===== src/rtl/matmul_pkg.sv =====
// Shared types and constants for the matrix-multiply feeder.
// Flat-bus offset helpers locate row, column and C elements inside the packed matrices.
package matmul_pkg;

  localparam int unsigned WORD_WIDTH    = 32;
  localparam logic [15:0] TIMEOUT_LIMIT = 16'hFFFF;

  typedef enum logic [2:0] {
    IDLE,
    ISSUE,
    WAIT_ACK,
    WAIT_RES,
    GAP,
    DONE
  } feeder_state_e;

  // A[i][k] inside the flat A bus
  function automatic int unsigned row_elem_off(int unsigned i, int unsigned k, int unsigned n);
    return WORD_WIDTH * (i * n + k);
  endfunction

  // B[k][j] inside the flat B bus
  function automatic int unsigned col_elem_off(int unsigned k, int unsigned j, int unsigned n);
    return WORD_WIDTH * (k * n + j);
  endfunction

  // C[i][j] inside the flat C bus
  function automatic int unsigned c_elem_off(int unsigned i, int unsigned j, int unsigned n);
    return WORD_WIDTH * (i * n + j);
  endfunction

endpackage


===== src/rtl/matmul_feeder_if.sv =====
// Host and inner-product responder signals of the feeder, grouped for port binding.
// master = feeder side, slave = environment (host, consumer and responder).
interface matmul_feeder_if #(
  parameter int unsigned N = 4
);
  import matmul_pkg::*;

  localparam int unsigned MAT_W = WORD_WIDTH * N * N;
  localparam int unsigned VEC_W = WORD_WIDTH * N;

  logic [MAT_W-1:0]      a_mat;
  logic [MAT_W-1:0]      b_mat;
  logic                  in_stb;
  logic                  in_ack;
  logic [MAT_W-1:0]      c_mat;
  logic                  c_stb;
  logic                  c_ack;
  logic [VEC_W-1:0]      ip_row;
  logic [VEC_W-1:0]      ip_column;
  logic                  ip_row_stb;
  logic                  ip_column_stb;
  logic                  ip_out_ack;
  logic                  ip_row_ack;
  logic                  ip_column_ack;
  logic [WORD_WIDTH-1:0] ip_out;
  logic                  ip_out_stb;
  logic                  err;

  modport master (
    input  a_mat, b_mat, in_stb, c_ack, ip_row_ack, ip_column_ack, ip_out, ip_out_stb,
    output in_ack, c_mat, c_stb, ip_row, ip_column, ip_row_stb, ip_column_stb, ip_out_ack, err
  );

  modport slave (
    output a_mat, b_mat, in_stb, c_ack, ip_row_ack, ip_column_ack, ip_out, ip_out_stb,
    input  in_ack, c_mat, c_stb, ip_row, ip_column, ip_row_stb, ip_column_stb, ip_out_ack, err
  );

endinterface


===== src/rtl/matmul_slice_select.sv =====
// Combinational extraction of row i of A and column j of B from flat matrix buses.
module matmul_slice_select
  import matmul_pkg::*;
#(
  parameter int unsigned N = 4
) (
  input  logic [WORD_WIDTH*N*N-1:0] a_src_i,
  input  logic [WORD_WIDTH*N*N-1:0] b_src_i,
  input  logic [$clog2(N)-1:0]      row_idx_i,
  input  logic [$clog2(N)-1:0]      col_idx_i,
  output logic [WORD_WIDTH*N-1:0]   row_c_o,
  output logic [WORD_WIDTH*N-1:0]   col_c_o
);

  localparam int unsigned MIDX_W = $clog2(WORD_WIDTH * N * N);
  localparam int unsigned VIDX_W = $clog2(WORD_WIDTH * N);

  always_comb begin
    row_c_o = '0;
    col_c_o = '0;
    for (int unsigned k = 0; k < N; k++) begin
      row_c_o[VIDX_W'(WORD_WIDTH * k) +: WORD_WIDTH] =
        a_src_i[MIDX_W'(row_elem_off(32'(row_idx_i), k, N)) +: WORD_WIDTH];
      col_c_o[VIDX_W'(WORD_WIDTH * k) +: WORD_WIDTH] =
        b_src_i[MIDX_W'(col_elem_off(k, 32'(col_idx_i), N)) +: WORD_WIDTH];
    end
  end

endmodule


===== src/rtl/matmul_feeder.sv =====
// Top-level matrix-multiply sequencer: feeds every (row i, column j) pair to one inner-product
// responder in row-major order and assembles C. Optional watchdog: FEEDER_TIMEOUT_EN.
module matmul_feeder
  import matmul_pkg::*;
#(
  parameter int unsigned N = 4
) (
  input  logic           clk,
  input  logic           rst,
  matmul_feeder_if.master bus
);

  localparam int unsigned IDX_W  = $clog2(N);
  localparam int unsigned MAT_W  = WORD_WIDTH * N * N;
  localparam int unsigned VEC_W  = WORD_WIDTH * N;
  localparam int unsigned MIDX_W = $clog2(MAT_W);

  feeder_state_e    state_q, state_d;
  logic [IDX_W-1:0] i_q, i_d, j_q, j_d;
  logic [IDX_W-1:0] iss_i_c, iss_j_c;
  logic [MAT_W-1:0] a_q, a_d, b_q, b_d, c_q, c_d;
  logic [MAT_W-1:0] a_src_c, b_src_c;
  logic [VEC_W-1:0] row_q, row_d, col_q, col_d, sel_row_c, sel_col_c;
  logic             in_ack_q, in_ack_d, c_stb_q, c_stb_d;
  logic             row_stb_q, row_stb_d, col_stb_q, col_stb_d, out_ack_q, out_ack_d;
  logic             last_c, resp_idle_c;
`ifdef FEEDER_TIMEOUT_EN
  logic [15:0]      wdog_q, wdog_d;
  logic             err_q, err_d;
`endif

  // In IDLE the vectors for (0,0) come straight from the input buses being latched
  assign a_src_c = (state_q == IDLE) ? bus.a_mat : a_q;
  assign b_src_c = (state_q == IDLE) ? bus.b_mat : b_q;

  assign last_c      = (i_q == IDX_W'(N - 1)) && (j_q == IDX_W'(N - 1));
  assign resp_idle_c = !bus.ip_out_stb && !bus.ip_row_ack && !bus.ip_column_ack;

  // Indices of the element to issue next (row-major successor of the current one)
  always_comb begin
    iss_i_c = '0;
    iss_j_c = '0;
    if (state_q != IDLE) begin
      if (j_q == IDX_W'(N - 1)) begin
        iss_j_c = '0;
        iss_i_c = (i_q == IDX_W'(N - 1)) ? '0 : i_q + 1'b1;
      end else begin
        iss_i_c = i_q;
        iss_j_c = j_q + 1'b1;
      end
    end
  end

  matmul_slice_select #(.N(N)) u_slice_select (
    .a_src_i   (a_src_c),
    .b_src_i   (b_src_c),
    .row_idx_i (iss_i_c),
    .col_idx_i (iss_j_c),
    .row_c_o   (sel_row_c),
    .col_c_o   (sel_col_c)
  );

  always_comb begin
    state_d   = state_q;
    i_d       = i_q;
    j_d       = j_q;
    a_d       = a_q;
    b_d       = b_q;
    c_d       = c_q;
    row_d     = row_q;
    col_d     = col_q;
    in_ack_d  = 1'b0;
    c_stb_d   = c_stb_q;
    row_stb_d = row_stb_q;
    col_stb_d = col_stb_q;
    out_ack_d = out_ack_q;
`ifdef FEEDER_TIMEOUT_EN
    wdog_d    = wdog_q;
    err_d     = err_q;
`endif

    unique case (state_q)
      IDLE: begin
        if (bus.in_stb) begin
          a_d       = bus.a_mat;
          b_d       = bus.b_mat;
          in_ack_d  = 1'b1;
          i_d       = '0;
          j_d       = '0;
          row_d     = sel_row_c;
          col_d     = sel_col_c;
          row_stb_d = 1'b1;
          col_stb_d = 1'b1;
          out_ack_d = 1'b1;
          state_d   = ISSUE;
`ifdef FEEDER_TIMEOUT_EN
          err_d     = 1'b0;
`endif
        end
      end
      ISSUE: state_d = WAIT_ACK;
      WAIT_ACK: begin
        if (bus.ip_row_ack && bus.ip_column_ack) begin
          row_stb_d = 1'b0;
          col_stb_d = 1'b0;
          state_d   = WAIT_RES;
        end
      end
      WAIT_RES: begin
        if (bus.ip_out_stb) begin
          c_d[MIDX_W'(c_elem_off(32'(i_q), 32'(j_q), N)) +: WORD_WIDTH] = bus.ip_out;
          out_ack_d = 1'b0;
          state_d   = GAP;
        end
      end
      GAP: begin
        // Responder must be fully back in idle before the next issue
        if (resp_idle_c) begin
          i_d = iss_i_c;
          j_d = iss_j_c;
          if (last_c) begin
            c_stb_d = 1'b1;
            state_d = DONE;
          end else begin
            row_d     = sel_row_c;
            col_d     = sel_col_c;
            row_stb_d = 1'b1;
            col_stb_d = 1'b1;
            out_ack_d = 1'b1;
            state_d   = ISSUE;
          end
        end
      end
      DONE: begin
        if (bus.c_ack) begin
          c_stb_d = 1'b0;
          state_d = IDLE;
        end
      end
      default: state_d = IDLE;
    endcase

`ifdef FEEDER_TIMEOUT_EN
    // Watchdog abort: hand over partial C and flag the stalled responder
    if ((state_q == WAIT_ACK || state_q == WAIT_RES) && wdog_q == TIMEOUT_LIMIT) begin
      row_stb_d = 1'b0;
      col_stb_d = 1'b0;
      out_ack_d = 1'b0;
      err_d     = 1'b1;
      c_stb_d   = 1'b1;
      state_d   = DONE;
    end
    if (state_d != state_q)
      wdog_d = '0;
    else if (state_q == WAIT_ACK || state_q == WAIT_RES)
      wdog_d = wdog_q + 16'd1;
    else
      wdog_d = '0;
`endif
  end

  always_ff @(posedge clk or negedge rst) begin
    if (!rst) begin
      state_q   <= IDLE;
      i_q       <= '0;
      j_q       <= '0;
      a_q       <= '0;
      b_q       <= '0;
      c_q       <= '0;
      row_q     <= '0;
      col_q     <= '0;
      in_ack_q  <= 1'b0;
      c_stb_q   <= 1'b0;
      row_stb_q <= 1'b0;
      col_stb_q <= 1'b0;
      out_ack_q <= 1'b0;
`ifdef FEEDER_TIMEOUT_EN
      wdog_q    <= '0;
      err_q     <= 1'b0;
`endif
    end else begin
      state_q   <= state_d;
      i_q       <= i_d;
      j_q       <= j_d;
      a_q       <= a_d;
      b_q       <= b_d;
      c_q       <= c_d;
      row_q     <= row_d;
      col_q     <= col_d;
      in_ack_q  <= in_ack_d;
      c_stb_q   <= c_stb_d;
      row_stb_q <= row_stb_d;
      col_stb_q <= col_stb_d;
      out_ack_q <= out_ack_d;
`ifdef FEEDER_TIMEOUT_EN
      wdog_q    <= wdog_d;
      err_q     <= err_d;
`endif
    end
  end

  assign bus.in_ack        = in_ack_q;
  assign bus.c_mat         = c_q;
  assign bus.c_stb         = c_stb_q;
  assign bus.ip_row        = row_q;
  assign bus.ip_column     = col_q;
  assign bus.ip_row_stb    = row_stb_q;
  assign bus.ip_column_stb = col_stb_q;
  assign bus.ip_out_ack    = out_ack_q;
`ifdef FEEDER_TIMEOUT_EN
  assign bus.err           = err_q;
`else
  assign bus.err           = 1'b0;
`endif

endmodule


===== src/flat_wrapper.sv =====
// flat-port wrapper written by rule: the top's interface ports become plain ports
module matmul_feeder_flat import matmul_pkg::*;
#(
  parameter int unsigned N = 4
)
  (clk, rst, bus_a_mat, bus_b_mat, bus_in_stb, bus_c_ack, bus_ip_row_ack, bus_ip_column_ack, bus_ip_out, bus_ip_out_stb, bus_in_ack, bus_c_mat, bus_c_stb, bus_ip_row, bus_ip_column, bus_ip_row_stb, bus_ip_column_stb, bus_ip_out_ack, bus_err);
  matmul_feeder_if #(.N(N)) bus_i ();
  input  logic clk;
  input  logic rst;
  input wire logic [$bits(bus_i.a_mat)-1:0] bus_a_mat;
  input wire logic [$bits(bus_i.b_mat)-1:0] bus_b_mat;
  input wire logic [$bits(bus_i.in_stb)-1:0] bus_in_stb;
  input wire logic [$bits(bus_i.c_ack)-1:0] bus_c_ack;
  input wire logic [$bits(bus_i.ip_row_ack)-1:0] bus_ip_row_ack;
  input wire logic [$bits(bus_i.ip_column_ack)-1:0] bus_ip_column_ack;
  input wire logic [$bits(bus_i.ip_out)-1:0] bus_ip_out;
  input wire logic [$bits(bus_i.ip_out_stb)-1:0] bus_ip_out_stb;
  output wire logic [$bits(bus_i.in_ack)-1:0] bus_in_ack;
  output wire logic [$bits(bus_i.c_mat)-1:0] bus_c_mat;
  output wire logic [$bits(bus_i.c_stb)-1:0] bus_c_stb;
  output wire logic [$bits(bus_i.ip_row)-1:0] bus_ip_row;
  output wire logic [$bits(bus_i.ip_column)-1:0] bus_ip_column;
  output wire logic [$bits(bus_i.ip_row_stb)-1:0] bus_ip_row_stb;
  output wire logic [$bits(bus_i.ip_column_stb)-1:0] bus_ip_column_stb;
  output wire logic [$bits(bus_i.ip_out_ack)-1:0] bus_ip_out_ack;
  output wire logic [$bits(bus_i.err)-1:0] bus_err;
  assign bus_i.a_mat = bus_a_mat;
  assign bus_i.b_mat = bus_b_mat;
  assign bus_i.in_stb = bus_in_stb;
  assign bus_i.c_ack = bus_c_ack;
  assign bus_i.ip_row_ack = bus_ip_row_ack;
  assign bus_i.ip_column_ack = bus_ip_column_ack;
  assign bus_i.ip_out = bus_ip_out;
  assign bus_i.ip_out_stb = bus_ip_out_stb;
  assign bus_in_ack = bus_i.in_ack;
  assign bus_c_mat = bus_i.c_mat;
  assign bus_c_stb = bus_i.c_stb;
  assign bus_ip_row = bus_i.ip_row;
  assign bus_ip_column = bus_i.ip_column;
  assign bus_ip_row_stb = bus_i.ip_row_stb;
  assign bus_ip_column_stb = bus_i.ip_column_stb;
  assign bus_ip_out_ack = bus_i.ip_out_ack;
  assign bus_err = bus_i.err;
  matmul_feeder #(.N(N)) u_core (.clk(clk), .rst(rst), .bus(bus_i));
endmodule

===== config.mk =====
export PLATFORM = sky130hd
export DESIGN_NAME = matmul_feeder_flat
export DESIGN_NICKNAME = d
export VERILOG_FILES = /design/src/rtl/matmul_pkg.sv /design/src/rtl/matmul_feeder_if.sv /design/src/rtl/matmul_slice_select.sv /design/src/rtl/matmul_feeder.sv /design/src/flat_wrapper.sv
export SDC_FILE = /design/constraint.sdc
export NUM_CORES = 2
export LEC_CHECK = 0
export CAP_MARGIN = 20
export CORE_AREA = 2 2 717 719
export CTS_CLUSTER_DIAMETER = 200
export DETAILED_ROUTE_END_ITERATION = 8
export DIE_AREA = 0 0 719 721
export PLACE_DENSITY = 0.31
export SYNTH_ARGS = -nofsm -noshare
export SYNTH_HDL_FRONTEND = slang
export SYNTH_SLANG_ARGS = --single-unit

===== constraint.sdc =====
create_clock -name clk -period 3.3 [get_ports clk]
set_input_delay 0.33 -clock clk [delete_from_list [all_inputs] [get_ports clk]]
set_output_delay 0.33 -clock clk [all_outputs]
set_load 0.1 [all_outputs]

# After elaboration in Yosys (flattened, before gate mapping)
# Index checks and enable logic that the tools add are counted.
# W data, S select, Z words.
[op_classes]
addsub = 10
eq_ne = 14
shifts = 10
n_mux = 41
reduce_logical = 21
[ops]
columns = ["operator", "n"]
rows = [
  ["$shiftx A512 B10 Y32", 7],
  ["$mux W512", 2],
  ["$mux W128", 6],
  ["$bwmux W512", 1],
  ["$pmux W128 S2", 2],
  ["$shift A32 B11 Y512 const A", 1],
  ["$shiftx A32 B11 Y512", 1],
  ["$shiftx A512 B8 Y32", 1],
  ["$mux W3", 6],
  ["$pmux W3 S6", 1],
  ["$mux W2", 8],
  ["$reduce_and A5 Y1", 3],
  ["$neg A9 Y11", 1],
  ["$mux W1", 10],
  ["$reduce_bool A3 Y1", 3],
  ["$add A4 B2 Y4 const A", 2],
  ["$add A4 B2 Y4 const B", 2],
  ["$ne A2 B2 Y1 const B", 4],
  ["$pmux W2 S2", 2],
  ["$reduce_and A4 Y1", 2],
  ["$eq A3 B2 Y1 const B", 2],
  ["$eq A3 B3 Y1 const B", 2],
  ["$ne A2 B1 Y1 const B", 3],
  ["$pmux W1 S3", 2],
  ["13 further kinds", 22],
]
[word_totals]
regBits = 1803
out_inout_bits = 774

# Depth between registers and ports, before layout
[logic_depth]
word_depth = 9
mapped_depth = 10
mapped_depth_nobuf = 6

# By module
# Synthesis repeated with hierarchy kept, for this count alone.
[unflattened]
cells_unflattened = 7626
hier_area_um2 = 86439.2
[by_module_without_submodules]
columns = ["module", "n_inst", "cells_per_inst", "area_per_inst_um2", "seq_area_each_um2"]
rows = [
  ["matmul_feeder", 1, 7314, 80045.5, 45118.3],
  ["matmul_slice_select", 1, 312, 6393.6, 0.0],
]

# Least setup slack after synthesis
# No wires, ideal clock.
[synth_timing]
path_type = "flip-flop to flip-flop"
from = "register u_core.j_q[0]"
to = "register u_core.col_q[56] (netlist: u_core.bus.ip_column[56])"
setup_time_ns = 0.141
arrival_ns = 2.317
t_required_ns = 3.159
slack_ns = 0.841
path_stages_with_launch = 11
period_less_slack_ns = 2.459
path_cell_list = "dfrtp_1 > clkbuf_1 > inv_1 > ha_1 > buf_2 > buf_4 > clkbuf_1 > mux2i_1 > nand2_1 > o211ai_1 > a31oi_1"
[synth_via]
elab_chain_len = 8
word_cells_on_any_way = 13
classes_between = "2 x add/sub; 2 x eq/ne; 1 x shift; 6 x mux; 2 x reduce/logical"
[synth_rtl]
columns = ["item", "line", "source"]
rows = [
  ["start, declared", "matmul_feeder.sv:19", "logic [IDX_W-1:0] i_q, i_d, j_q, j_d;"],
  ["start signal, assigned", "matmul_feeder.sv:184", "j_q <= j_d;"],
  ["$add A2 B1 Y2 / $eq A2 B2 Y1 (equally long branches)", "matmul_feeder.sv:49, matmul_feeder.sv:36, matmul_feeder.sv:44", ""],
  ["$mux W2", "matmul_feeder.sv:44", "if (j_q == IDX_W'(N - 1)) begin"],
  ["$mux W2", "matmul_feeder.sv:43", "if (state_q != IDLE) begin"],
  ["$add A3 B2 Y4", "matmul_pkg.sv:24", "return WORD_WIDTH * (k * n + j);"],
  ["$shiftx A512 B10 Y32", "matmul_slice_select.sv:25", "b_src_i[MIDX_W'(col_elem_off(k, 32'(col_idx_i), N)) +: WORD_WIDTH];"],
  ["$mux W128", "matmul_feeder.sv:121", "if (last_c) begin"],
  ["$mux W128", "matmul_feeder.sv:118", "if (resp_idle_c) begin"],
  ["$pmux W128 S2", "matmul_feeder.sv:82", "unique case (state_q)"],
  ["end signal, assigned", "matmul_feeder.sv:189", "col_q <= col_d;"],
  ["end, declared", "matmul_feeder.sv:23", "logic [VEC_W-1:0] row_q, row_d, col_q, col_d, sel_row_c, sel_col_c;"],
]
# Parallel ways exist; a longest one is shown, timed or not. The select of a mux whose other input is x is not followed.
# A chain may end at the register's enable or synchronous reset.

# Worst setup path in the final report
[layout_timing]
from = "register u_core.row_q[76] (netlist: u_core.bus.ip_row[76])"
to = "output bus_ip_row[76]"
[layout_rtl]
columns = ["item", "line", "source"]
rows = [
  ["start, declared", "matmul_feeder.sv:23", ""],
  ["start signal, assigned", "matmul_feeder.sv:188", "row_q <= row_d;"],
  ["end, declared", "flat_wrapper.sv:21", "output wire logic [$bits(bus_i.ip_row)-1:0] bus_ip_row;"],
]
# No word-level cell between the ends.

==> results.yml <==
outcome:
  status: "complete, no violations"
clock_network:
  htree_levels: 4
  path_clk_slew_ps: 60
  cts_hold_buf: 865
  cts_resized: 0
  root_buffer: "clkbuf_16"
  worstSkewPairLatency_ps: 950
  clk_path_buf_depth: 4
  cts_setup_buffers: 0
  clock_sinks: 1803
  cts-buffers-inserted: 243
  tritoncts: "built"
placed_design:
  dp.cells: 14487
  hpwlAfterDp_mm: 349
  port_buffers: 1835
  gp_congestion: 0.816
worst_setup_path:
  crit_buf_inv: 1
  cp_slowest_cell: "clkdlybuf4s50_1"
  critPathMaxStageDelay_ps: 1220
  crit_family: "buffers and inverters"
  endpoint_kind: "output port"
  setup.worst_path.start_class: "flip-flop"
  cp.required_ps: 2970
  worstPathCellList: "clkdlybuf4s50_1"
  crit_type: "flip-flop to output port"
  crit_path_max_fanout: 2
  cp.arrival_ps: 2630
global_route:
  groute.usage.overall: 0.170
  grt.busiest_layer: "met2"
  grt-ovfl-total: 0
  grt_pass1_wl_mm: 616
  grt_max_degree: 112
  grt_use_met3: 0.0421
  first_global_vias: 68290
  antenna_found_initial: 273
  grt_util_met1: 0.205
  grt_use_met2: 0.301
sta:
  fmax_ghz: 0.337
  clock_skew_ps: 64.5
  rsz0062_at_grt: "no"
  finalCriticalPeriod_ps: 2960
  slew_viol_final: 0
  setup_viol: 0
  maxSlewHeadroom: 0.246
  setup_tns_ps: 0
  hold_viol: 0
  timing.final.crit_share: 0.898
  tightest_slew_ps: 1130
die:
  die_y_um: 721
  die_area_mm2: 0.518
  design.core.area_mm2: 0.511
  die_w_um: 719
  initial_core_util: 0.156
  row_count: 263
  io_pins: 1837
synthesis:
  synth.area.mux_share: 0.253
  netlist.area_leader.share: 0.567
  ys.flop_type: "dfrtp_1"
  synth_xor_area_frac: 0.000535
  synth.avg_cell_area_um2: 13.0
  synthAdderAreaFrac: 0.000944
  synth_cells: 6117
  synth_compound_area_frac: 0.0835
  synth.area.top_cells: "dfrtp_1, mux2_2, nand2_1"
  yosysTopAreaCell: "dfrtp_1"
  ys_seq_area_frac: 0.567
  ys_ff_latch: 1803
  yosys.cell_types.count: 63
  synth-edff-count: 0
  ys_warn_count: 0
  syn-num-nets: 7186
  yosys.area_share.simple: 0.0624
  synth_area_mm2: 0.0795
  ys_async_sr_fraction: 1.00
  synth_top_family_by_area: "multiplexers"
detailed_routing:
  drt-vias-per-instance: 4.03
  dr_total_vias: 64043
  routed_wl_mm: 455
  detail_route.wl_per_cell_um: 28.6
  ant_nets: 0
  drc_errors: 0
  drt_iter0_drc: 3194
  dr.pass1.iters: 7
finish:
  drive_above_1_share: 0.313
  stdcell_count: 15890
  nFillCells: 54132
  fin_util: 0.243
  area_growth_pct: 56.1
  final_nets: 9910
power:
  p_leak_nw: 51.1
  powerDensity_mw_per_mm2: 906
  vdd_drop_max_mv: 0.709
worst_hold_path:
  hold_class: "input pin to flip-flop"
job:
  max_cap_violations: 0
power breakdown:
| group | internal, mW | leakage [nW] | switching (mW) |
|---|---|---|---|
| Clock | 16.6 | 4.13 | 11.3 |
| Sequential | 30.5 | 22.3 | 5.44 |
| Combinational | 17.7 | 24.6 | 30.9 |
area by class of cell:
type | instances | area, um^2 | share of cell area
clock buffer | 364 | 7250 | 0.0584
sequential | 1803 | 45100 | 0.363
tap | 6757 | 8450 | 0.0681
antenna | 93 | 233 | 0.00187
clock inverter | 80 | 1080 | 0.00869
timing repair buffer | 3017 | 29900 | 0.241
inverter | 18 | 67.6 | 0.000544
multi-input combinational | 3758 | 32000 | 0.258
final timing paths:
path	start	to	slack [ps]	cells past startpoint
worst max-delay path	u_core.bus.ip_row[76]$_DFFE_PN0P_	bus_ip_row[76]	340	1
worst min-delay path	bus_a_mat[422]	u_core.a_q[422]$_DFFE_PN0P_	110	2
worst max register to register	u_core.j_q[0]$_DFFE_PN0P_	u_core.bus.ip_row[9]$_DFFE_PN0P_	360	6
worst min register to register	u_core.bus.c_mat[458]$_DFFE_PN0P_	u_core.bus.c_mat[458]$_DFFE_PN0P_	490	1
max in group asynchronous	rst	u_core.bus.ip_column[91]$_DFFE_PN0P_	1450	4
min in group asynchronous	rst	u_core.a_q[278]$_DFFE_PN0P_	620	3
synth_stat cells (96+ instances only):
master / count
a21oi_1: 131
a31o_2: 96
a31oi_1: 130
and2_1: 149
buf_2: 289
clkbuf_1: 182
dfrtp_1: 1803
mux2_2: 1586
mux2i_1: 138
nand2_1: 398
nand4_1: 131
nor2_1: 142
nor3_1: 131
o2111ai_1: 127
o211ai_1: 129
o21ai_0: 139
o221ai_1: 127
per-stage QoR:
step	hold slack (ps)	cell area (um^2)	worst slack [ps]	total power, mW
detailed placement	264	107000	279	84.8
floorplan	34.4	79500	841	66.5
global placement	299	107000	340	84.3
global route	28.7	124000	200	118
CTS	0.0137	124000	183	115
finish	113	124000	336	112
logic make-up after synthesis:
kind of cell,after synthesis
fa+ha+maj,6
simple gates,1026
other cells,1
buf+inv,556
xor+xnor,4
mux,1791
compound gates,930
flops,1803
cells in the final DEF (no fill, tap or decap), types with 3 or more instances in the layout:
master           count
dfrtp_1           1802
mux2_2            1586
clkdlybuf4s50_1   1464
dlygate4sd3_1      865
buf_4              573
nand2_1            397
clkbuf_16          245
and2_1             148
o21ai_0            139
mux2i_1            138
nor2_1             134
a21oi_1            131
nand4_1            131
nor3_1             129
o211ai_1           129
a31oi_1            129
o221ai_1           127
o2111ai_1          127
buf_12             113
a31o_2              95
diode_2             93
clkbuf_8            67
clkbuf_1            52
clkinv_2            45
mux2_1              37
a31o_1              33
and3_1              33
mux2_4              30
bufinv_16           19
inv_1               18
and2_0              12
nor2_4               8
ha_1                 5
inv_16               5
clkinv_16            4
nor3_2               3
nand2b_1             3
a22o_1               3
clkinv_4             3
state kept, by name, summed over array words and instances, names as in the netlist:
register,count
u_core.bus.ip_row_stb,1
u_core.j_q,2
u_core.i_q,2
u_core.bus.ip_column,128
u_core.a_q,512
u_core.state_q,3
u_core.bus.ip_out_ack,1
u_core.b_q,512
u_core.bus.ip_row,128
u_core.bus.c_mat,512
u_core.bus.in_ack,1
u_core.bus.c_stb,1
per-layer routing:
layer / up-vias / wire [um] / share of wire
li1: 28075 / - / -
met1: 33048 / 185000 / 0.41
met2: 2035 / 227000 / 0.50
met3: 759 / 27800 / 0.061
met4: 126 / 14200 / 0.031
met5: - / 785 / 0.0017
No activity file was read; power rests on OpenSTA's default activity.
